**config.mk**
```make
export PLATFORM = sky130hd
export DESIGN_NAME = cam_pix_loader
export DESIGN_NICKNAME = d
export VERILOG_FILES = /design/src/rtl/cam_pix_loader_pkg.sv /design/src/rtl/cam_pix_loader_rgb565_unpack.sv /design/src/rtl/cam_pix_loader.sv
export SDC_FILE = /design/constraint.sdc
export NUM_CORES = 1
export LEC_CHECK = 0
export CAP_MARGIN = 20
export CORE_UTILIZATION = 43
export CTS_CLUSTER_DIAMETER = 40
export CTS_CLUSTER_SIZE = 20
export DETAILED_ROUTE_END_ITERATION = 8
export HOLD_SLACK_MARGIN = 0.05
export PLACE_DENSITY = 0.75
export SKIP_LAST_GASP = 1
export SYNTH_ARGS = -nofsm -noshare
export SYNTH_HDL_FRONTEND = slang
export SYNTH_SLANG_ARGS = --single-unit
```
**constraint.sdc**
```tcl
create_clock -name r_clk -period 1.8 [get_ports r_clk]
set_input_delay 0.36 -clock r_clk [delete_from_list [all_inputs] [get_ports r_clk]]
set_output_delay 0.36 -clock r_clk [all_outputs]
set_load 0.01 [all_outputs]
```
**src/rtl/cam_pix_loader_pkg.sv**
```systemverilog
// Shared camera definitions: FSM encoding, RGB565 field positions, frame geometry defaults.
// Pure declarations plus the channel output helper; no logic of its own.
package cam_pix_loader_pkg;

    typedef enum logic [1:0] {
        IDLE = 2'd0,
        RECV = 2'd1,
        DONE = 2'd3
    } state_t;

    localparam int DEF_H_WIDTH = 112;
    localparam int DEF_V_WIDTH = 112;

    localparam int R_MSB = 15;
    localparam int R_LSB = 11;
    localparam int G_MSB = 10;
    localparam int G_LSB = 5;
    localparam int B_MSB = 4;
    localparam int B_LSB = 0;

    // Flipping the MSB of an 8-bit unsigned channel yields x-128 in two's complement.
    function automatic logic [7:0] chan_out(input logic [7:0] c, input bit signed_out);
        return signed_out ? {~c[7], c[6:0]} : c;
    endfunction

endpackage

```
**src/rtl/cam_pix_loader_rgb565_unpack.sv**
```systemverilog
// RGB565 word (camera byte order) to {R8,G8,B8}, optionally zero-centred.
// Latency: combinational; no flow control.
module rgb565_unpack
    import cam_pix_loader_pkg::*;
#(
    parameter bit SIGNED_OUT = 1'b1
) (
    input  logic [15:0] word,
    output logic [23:0] rgb
);

    logic [15:0] pix;
    logic [4:0]  r5;
    logic [5:0]  g6;
    logic [4:0]  b5;
    logic [7:0]  r8;
    logic [7:0]  g8;
    logic [7:0]  b8;

    always_comb begin
        pix = {word[7:0], word[15:8]};
        r5  = pix[R_MSB:R_LSB];
        g6  = pix[G_MSB:G_LSB];
        b5  = pix[B_MSB:B_LSB];
        // MSB replication spreads the narrow range across the full 0..255 scale.
        r8  = {r5, r5[4:2]};
        g8  = {g6, g6[5:4]};
        b8  = {b5, b5[4:2]};
        rgb = {chan_out(r8, SIGNED_OUT), chan_out(g8, SIGNED_OUT), chan_out(b8, SIGNED_OUT)};
    end

endmodule

```
**src/rtl/cam_pix_loader.sv**
```systemverilog
// Pulls one frame of RGB565 words from the capture FIFO and writes unpacked pixels to the AI buffer.
// Latency: one register stage to the write port; backpressure: none, words outside RECV are dropped.
module cam_pix_loader
    import cam_pix_loader_pkg::*;
#(
    parameter int H_WIDTH    = DEF_H_WIDTH,
    parameter int V_WIDTH    = DEF_V_WIDTH,
    parameter int ADDR_W     = 14,
    parameter bit SIGNED_OUT = 1'b1,
    parameter int MIN_LOW    = 8
) (
    input  logic              r_clk,
    input  logic              rst,
    input  logic              start,
    input  logic              abort,
    input  logic              data_valid,
    input  logic [15:0]       data_in,
    output logic              rd_ready,
    output logic              mem_we,
    output logic [ADDR_W-1:0] mem_addr,
    output logic [23:0]       mem_wdata,
    output logic              busy,
    output logic              frame_done,
    output logic              drop_err
);

    localparam int                NPIX     = H_WIDTH * V_WIDTH;
    localparam int                LW       = $clog2(MIN_LOW + 1);
    localparam logic [ADDR_W-1:0] LAST_PIX = ADDR_W'(NPIX - 1);
    localparam logic [LW-1:0]     LOW_SAT  = LW'(MIN_LOW);
    localparam logic [LW-1:0]     LOW_GO   = LW'(MIN_LOW - 1);

    state_t            state_q, state_d;
    logic              pend_q, pend_d;
    logic [LW-1:0]     low_cnt_q, low_cnt_d;
    logic [ADDR_W-1:0] pix_cnt_q, pix_cnt_d;
    logic              drop_q, drop_d;
    logic              we_q, we_d;
    logic [ADDR_W-1:0] addr_q, addr_d;
    logic [23:0]       wdata_q, wdata_d;

    logic              pix_vld;
    logic              start_ok;
    logic              low_ok;
    logic [23:0]       rgb_dat;

    rgb565_unpack #(.SIGNED_OUT(SIGNED_OUT)) u_unpack (
        .word (data_in),
        .rgb  (rgb_dat)
    );

    always_ff @(posedge r_clk) begin
        if (rst) begin
            state_q   <= IDLE;
            pend_q    <= 1'b0;
            low_cnt_q <= LOW_SAT;
            pix_cnt_q <= '0;
            drop_q    <= 1'b0;
            we_q      <= 1'b0;
            addr_q    <= '0;
            wdata_q   <= '0;
        end else begin
            state_q   <= state_d;
            pend_q    <= pend_d;
            low_cnt_q <= low_cnt_d;
            pix_cnt_q <= pix_cnt_d;
            drop_q    <= drop_d;
            we_q      <= we_d;
            addr_q    <= addr_d;
            wdata_q   <= wdata_d;
        end
    end

    always_comb begin
        pix_vld  = (state_q == RECV) && data_valid && !abort;
        start_ok = (state_q == IDLE) && start && !abort;
        // Counter holds completed low cycles; one more low cycle (this one) meets MIN_LOW.
        low_ok   = (low_cnt_q >= LOW_GO);

        state_d = state_q;
        case (state_q)
            IDLE: if (low_ok && (start_ok || pend_q)) state_d = RECV;
            RECV: begin
                if (abort)                                state_d = IDLE;
                else if (pix_vld && pix_cnt_q == LAST_PIX) state_d = DONE;
            end
            DONE:    state_d = IDLE;
            default: state_d = IDLE;
        endcase

        pend_d = 1'b0;
        if (state_q == IDLE && state_d == IDLE) pend_d = pend_q || start_ok;

        low_cnt_d = low_cnt_q;
        if (state_q == RECV) begin
            if (state_d != RECV) low_cnt_d = '0;
        end else if (low_cnt_q < LOW_SAT) begin
            low_cnt_d = low_cnt_q + LW'(1);
        end

        pix_cnt_d = pix_cnt_q;
        if (state_q != RECV && state_d == RECV) pix_cnt_d = '0;
        else if (pix_vld)                       pix_cnt_d = pix_cnt_q + ADDR_W'(1);

        drop_d = start_ok ? 1'b0 : drop_q;
        if (data_valid && (state_q == IDLE || state_q == DONE)) drop_d = 1'b1;
    end

    always_comb begin
        we_d       = pix_vld;
        addr_d     = pix_vld ? pix_cnt_q : addr_q;
        wdata_d    = pix_vld ? rgb_dat : wdata_q;
        rd_ready   = (state_q == RECV);
        busy       = (state_q != IDLE);
        frame_done = (state_q == DONE);
        mem_we     = we_q;
        mem_addr   = addr_q;
        mem_wdata  = wdata_q;
        drop_err   = drop_q;
    end

endmodule

```
==> results of run 1 <==
[metal layers]
| metal | track usage [%] | up-vias |
|---|---|---|
| met5 | 0 | - |
| met2 | 32.9 | 44 |
| met4 | 7.82 | 0 |
| met1 | 23.9 | 954 |
| met3 | 3.97 | 10 |
| li1 | - | 1083 |
[cell type report]
class	count	area share, %
clock inverters	2	0.402
multi-input cells	196	33.8
well taps	70	2.56
clock buffers	6	2.41
repair buffers	98	27.2
inverters	5	0.767
flip-flops and latches	56	32.9
[how the worst max path moves through the flow]
stage	from	endpoint	slack [ns]	cells after the start
5_1_grt	state_q[0]	pix_cnt_q[3]	-0.11	8
3_5_place_dp	abort	low_cnt_q[1]	-0.41	7
4_1_cts	state_q[0]	busy	-0.04	6
6_report	state_q[0]	pix_cnt_q[3]	-0.01	8
2_1_floorplan	state_q[1]	pix_cnt_q[6]	-0.12	9
3_3_place_gp	abort	low_cnt_q[1]	-0.36	7
[power by group through the flow]
stage	logic, mW	registers, mW	clock network [mW]
final	0.442	1.29	0.725
after global routing	0.481	1.30	0.795
after CTS	0.427	1.29	0.751
after detailed placement	0.421	1.32	0
after global placement	0.415	1.32	0
after floorplan	0.196	1.33	0
[flip-flops by register name, summed over array words and instances, names as in the netlist]
signal and cells:
state_q 2, pix_cnt_q 14, mem_addr 14, pend_q 1
low_cnt_q 4, mem_wdata 19, drop_err 1, mem_we 1
[synth_stat cells, drive strengths merged (2+ instances only)]
library cell / n
nand4: 3
xnor2: 6
and2: 2
nand2b: 2
a221oi: 2
o21ai: 2
ha: 5
buf: 8
dfxtp: 56
clkbuf: 10
nor2: 30
nor3: 4
xor2: 8
a32o: 2
inv: 5
nor4: 2
nand3: 4
nor2b: 4
a21oi: 35
nand2: 70
[stage by stage]
stage / instance area [um2] / worst slack (ns) / hold slack, ns / cells
CTS: 3370 / -0.0429 / 0.460 / 432
floorplan: 2360 / -0.117 / 0.452 / 275
finish: 3430 / -0.0104 / 0.457 / 433
global placement: 3270 / -0.364 / 0.441 / 424
detailed placement: 3270 / -0.411 / 0.446 / 424
global route: 3430 / -0.111 / 0.481 / 433
[layout by cell type (no fill, tap or decap), types with 2 or more instances in the layout]
cell / n
nand2_1: 70
clkdlybuf4s50_1: 58
dfxtp_1: 54
a21oi_1: 34
buf_4: 30
nor2_1: 26
xor2_1: 8
xnor2_1: 6
clkbuf_8: 6
nand3_1: 4
nor2b_1: 4
nor2_2: 4
inv_4: 3
nor3_1: 3
nand4_1: 3
dlygate4sd2_1: 3
buf_12: 3
and2_1: 2
nand2b_1: 2
a32o_1: 2
o21ai_0: 2
ha_1: 2
ha_4: 2
buf_6: 2
[critical path: cells and delay by family (launching register included)]
family | cells | cell delay [ns]
DFF | 1 | 0.40
AOI/OAI and AO/OA | 3 | 0.76
and+or+nand+nor | 2 | 0.18
adders and majority gates | 1 | 0.15
buffers and inverters | 2 | 0.23
[cell families after synthesis]
group | after synthesis | synth area share [%]
xor+xnor | 14 | 5.23
fa+ha+maj | 5 | 2.67
simple gates | 127 | 24.9
flops | 56 | 47.8
mux | 1 | 0.480
compound gates | 49 | 13.7
buf+inv | 23 | 5.18
[what timing repair did]
| item | 4_1_cts | 5_1_grt |
|---|---|---|
| pin swaps | 1 | 4 |
| setup buffers | 0 | 1 |
| cloned | 0 | 0 |
| resized for setup | 10 | 14 |
| endpoints found under the setup margin | 21 | 20 |
==> results.sh, run 1 <==
export IMPL_path_clk_slew_ns=0.10
export IMPL_vdd_drop_max_uv=483
export IMPL_synth_top_area_share_pct=47.8
export IMPL_hold_start="mem_wdata[20]"
export IMPL_r2r_end="pix_cnt_q[3]"
export IMPL_routed_top_layer="met4"
export IMPL_tightest_slew_ns=0.345
export IMPL_fp_coreArea_um2=5170
export IMPL_cts_num_sinks=56
export IMPL_syn_num_nets=301
export IMPL_grt_pass1_wl_mm=8.38
export IMPL_fin_tns_setup_ns=-0.0224
export IMPL_synth_seq_cells=56
export IMPL_fmax_mhz=552
export IMPL_synthFlopType="dfxtp_1"
export IMPL_fillers=449
export IMPL_critical_path_cell_chain="inv_4 > ha_4 > nor2b_1 > a221o_1 > o211a_1 > o31ai_4 > buf_12 > nor2_1"
export IMPL_finalPower_mw=2.46
export IMPL_final_util_pct=66.2
export IMPL_period_share_pct=101
export IMPL_wl_met1_mm=2.40
export IMPL_r2r_slack_ns=-0.01
export IMPL_dr_pass1_iters=4
export IMPL_num_vias=2091
export IMPL_holdPathStages=2
export IMPL_worstPathArrival_ns=2.02
export IMPL_yosys_area_top_type="dfxtp_1"
export IMPL_grt_max_degree=34
export IMPL_start_util_pct=45.3
export IMPL_synth_warnings=0
export IMPL_drtIter0Drc=83
export IMPL_seq_power_share_pct=52.5
export IMPL_drv_cap=0
export IMPL_combPwrFrac_pct=18.0
export IMPL_start_kind="flop"
export IMPL_final_layout_size_suffix_gt1_share_pct=18.7
export IMPL_place_hpwl_mm=3.86
export IMPL_maxSlewViolCount=0
export IMPL_drc=0
export IMPL_clkPwrFrac_pct=29.5
export IMPL_max_stage_delay_ns=0.40
export IMPL_holdPathEnd="mem_wdata[20]"
export IMPL_cp_required_ns=2.01
export IMPL_vias_per_cell=4.83
export IMPL_setup_ws_ns=-0.0104
export IMPL_finClkSkew_ns=0.00893
export IMPL_place_congestion=0.847
export IMPL_route_met3_wl_um=175
export IMPL_reg2reg_depth=8
export IMPL_nets=388
export IMPL_grt_use_total_pct=19.4
export IMPL_die_h_um=75.8
export IMPL_io_pins=64
export IMPL_syn_area_um2=2340
export IMPL_cp_max_fo=14
export IMPL_min_path_type="reg -> reg"
export IMPL_avgRoutedWirePerCell_um=12.3
export IMPL_synth_area_leaders="dfxtp_1, nand2_1, a21oi_1"
export IMPL_path_class="reg -> reg"
export IMPL_netlist_instances=275
export IMPL_synthToLayoutAreaGrowth_pct=46.2
export IMPL_seq_area_frac_synth_pct=47.8
export IMPL_hold_violations=0
export IMPL_violations="setup timing"
export IMPL_met2_length_mm=2.63
export IMPL_grt_remaining_overflow=0
export IMPL_antennaDiodeCount=0
export IMPL_p_sw_share_pct=25.9
export IMPL_leakage_nw=1.32
export IMPL_cts_tree="done"
export IMPL_numCtsBuffers=5
export IMPL_htreeDepth=2
export IMPL_timing_rr_start="state_q[0]"
export IMPL_clock_latency_ns=0.31
export IMPL_cts_buffer_depth=2
export IMPL_status="complete, but fails checks"
export IMPL_die_w_um=75.8
export IMPL_port_buffers=63
export IMPL_grt_antenna_before_repair=0
export IMPL_period_needed_ns=1.81
export IMPL_relSlewSlack_pct=77.0
export IMPL_synth_distinct_cells=40
export IMPL_cpMaxStageDelayCell="dfxtp_4"
export IMPL_ff_latch_area_um2=1130
export IMPL_rsz0062_at_grt="yes"
export IMPL_drt_total_wl_mm=5.32
export IMPL_powerDensity_nw_per_um2=718
export IMPL_synth_edf_count=0
export IMPL_async_flop_share_pct=0
export IMPL_cts_hold_buf=0
export IMPL_internal_power_mw=1.82
export IMPL_multiInputGateArea_um2=1160
export IMPL_grt_pass1_vias=1934
export IMPL_rows=26
export IMPL_cp_end_kind="flop"
export IMPL_ant_nets=0
export IMPL_syn_area_per_cell_um2=8.52
export IMPL_setup_viol=3
export IMPL_p_sw_mw=0.637
export IMPL_root_buffer="clkbuf_8"
export IMPL_design_die_area_um2=5750
Power figures use the tool's default switching activity.
==> run 2: changes to the inputs <==
Settings changed: CORE_ASPECT_RATIO set to 1.5, GPL_TIMING_DRIVEN set to 0, TNS_END_PERCENT set to 50.
==> run 2 against run 1 <==
  * The run still ends with setup timing left
  * Register-to-register slack got worse by 0.16 ns
  * Worst hold slack improved by 0.0011 ns
  * Non-clock buffer count fell by 2
  * Highest routed layer unchanged
  * Design area fell by 2.0%
  * Sequential share of layout area rose by 0.75 points
  * Setup slack got worse by 0.16 ns
==> results.sh, run 2 (synthesis results as in run 1) <==
export IMPL_leakage_nw=1.25
export IMPL_drc=0
export IMPL_status="complete, but fails checks"
export IMPL_htreeDepth=2
export IMPL_grt_pass1_wl_mm=9.01
export IMPL_vias_per_cell=4.92
export IMPL_dr_pass1_iters=4
export IMPL_port_buffers=63
export IMPL_drt_total_wl_mm=5.25
export IMPL_drtIter0Drc=86
export IMPL_largest_reg_flops=19
export IMPL_instances_no_fill=429
export IMPL_vdd_drop_max_uv=416
export IMPL_cts_buffer_depth=2
export IMPL_rows=32
export IMPL_relSlewSlack_pct=63.1
export IMPL_cp_required_ns=2.00
export IMPL_die_h_um=92.4
export IMPL_antennaDiodeCount=0
export IMPL_final_cell_mix="nand2_1, clkdlybuf4s50_1, dfxtp_1, a21oi_1, nor2_1"
export IMPL_ff_latch_area_um2=1130
export IMPL_fillers=443
export IMPL_finClkSkew_ns=0.0107
export IMPL_period_share_pct=110
export IMPL_fin_tns_setup_ns=-3.10
export IMPL_setup_viol=21
export IMPL_numCtsBuffers=5
export IMPL_r2r_slack_ns=-0.17
export IMPL_cts_num_sinks=56
export IMPL_worstPathArrival_ns=2.17
export IMPL_final_common_cell="nand2_1"
export IMPL_place_congestion=0.787
export IMPL_grt_use_total_pct=19.5
export IMPL_finalHoldWorstSlack_ns=0.458
export IMPL_r2r_end="low_cnt_q[0]"
export IMPL_io_pins=64
export IMPL_maxSlewViolCount=0
export IMPL_place_area_um2=3080
export IMPL_num_vias=2111
export IMPL_design_die_area_um2=5760
export IMPL_fp_coreArea_um2=5200
export IMPL_cts_tree="done"
export IMPL_cts_hold_buf=0
export IMPL_holdPathStages=2
export IMPL_ant_nets=0
export IMPL_path_buf_inv=4
export IMPL_period_needed_ns=1.97
export IMPL_critical_path_cell_chain="inv_4 > ha_4 > buf_8 > nand4b_4 > nor3_4 > buf_4 > o211a_4 > buf_6 > nor3_1 > o31a_1"
export IMPL_finish_instance_area_um2=3360
export IMPL_tightest_slew_ns=0.554
export IMPL_hold_violations=0
export IMPL_grt_pass1_vias=2065
export IMPL_root_buffer="clkbuf_8"
export IMPL_path_class="reg -> reg"
export IMPL_grt_antenna_before_repair=0
export IMPL_holdPathEnd="mem_wdata[11]"
export IMPL_place_hpwl_mm=3.72
export IMPL_start_kind="flop"
export IMPL_rsz0062_at_grt="yes"
export IMPL_hold_start="mem_wdata[11]"
export IMPL_drv_cap=0
export IMPL_cp_end_kind="flop"
export IMPL_setup_ws_ns=-0.173
export IMPL_grt_remaining_overflow=0
export IMPL_placed_cells=406
export IMPL_reg2reg_depth=10
export IMPL_min_path_type="reg -> reg"
export IMPL_nets=386
export IMPL_start_util_pct=45.0
export IMPL_grt_max_degree=18
export IMPL_cp_max_fo=4
export IMPL_synthToLayoutAreaGrowth_pct=43.2
export IMPL_cp_top_family="simple AND/OR/NAND/NOR gates"
export IMPL_path_clk_slew_ns=0.10
export IMPL_max_stage_delay_ns=0.37
export IMPL_multiInputGateArea_um2=1160
export IMPL_fmax_mhz=507
export IMPL_cpMaxStageDelayCell="dfxtp_4"
export IMPL_violations="setup timing"
export IMPL_clock_latency_ns=0.31
export IMPL_timing_rr_start="state_q[1]"
export IMPL_die_w_um=62.3
export IMPL_final_util_pct=64.5
export IMPL_final_layout_size_suffix_gt1_share_pct=17.2
export IMPL_powerDensity_nw_per_um2=716
export IMPL_avgRoutedWirePerCell_um=12.2
==> run 2: cell count changes in the layout (fill, tap and decap cells not counted), moves of 4 or more <==
cell             change
buf_4               -12
nor2_1               -6
nor2_2               +6
clkbuf_1             +5
clkdlybuf4s50_1      +4
==> run 2: how the worst max path moves through the flow <==
stage | start | endpoint | slack (ns) | cells past startpoint
after floorplan | state_q[1] | pix_cnt_q[6] | -0.12 | 9
after global placement | data_valid | pix_cnt_q[11] | -0.50 | 7
after detailed placement | data_valid | pix_cnt_q[9] | -0.55 | 7
after CTS | state_q[1] | pix_cnt_q[10] | -0.19 | 9
after global routing | state_q[1] | pix_cnt_q[10] | -0.27 | 9
final | state_q[1] | low_cnt_q[0] | -0.17 | 10
==> run 2: layer usage <==
metal | track usage [%] | part of all wire [%] | up-vias
met3 | 3.94 | 5.2 | 9
met1 | 20.8 | 40 | 962
met2 | 36.7 | 53 | 65
met4 | 8.14 | 2.0 | 0
li1 | - | - | 1075
met5 | 0 | 0 | -
==> run 2: final cells by class <==
| cell class | count | area share (%) |
|---|---|---|
| Timing Repair Buffer | 79 | 22.7 |
| Clock buffer | 6 | 2.16 |
| Inverter | 5 | 0.634 |
| Multi-Input combinational cell | 196 | 34.5 |
| Clock inverter | 2 | 0.447 |
| Sequential cell | 56 | 33.6 |
| Buffer | 17 | 3.47 |
| Tap cell | 68 | 2.53 |
==> run 2: power breakdown <==
| part | switching, mW | internal (mW) |
|---|---|---|
| clock network | 0.410 | 0.279 |
| registers | 0.0246 | 1.27 |
| logic | 0.202 | 0.221 |
| total | 0.637 | 1.77 |
==> run 2: repair_timing <==
item | CTS | global route
pin swaps | 6 | 10
endpoints found under the hold margin | 0 | 0
cloned | 1 | 0
resized for setup | 20 | 9
endpoints found under the setup margin | 52 | 50
setup buffers | 10 | 6
==> run 2: worst register-to-register path, delay by kind of cell, from the launching register on <==
kind / cells / cell delay, ns
AND/OR/NAND/NOR: 3 / 0.50
buffers and inverters: 4 / 0.43
AO/OA/AOI/OAI: 2 / 0.42
adder cells (fa/ha/maj): 1 / 0.14
flip-flops: 1 / 0.37
==> run 2: per-stage QoR <==
step,power [mW],setup WS [ns]
2_1_floorplan,1.52,-0.117
4_1_cts,2.43,-0.191
6_report,2.40,-0.173
3_3_place_gp,1.66,-0.503
5_1_grt,2.51,-0.269
3_5_place_dp,1.67,-0.553
==> run 3: changes to the inputs <==
Settings changed: CAP_MARGIN 20 to unset.
==> results of run 3 <==
Same layout as run 2: the final DEF is identical, and so are final timing and power.
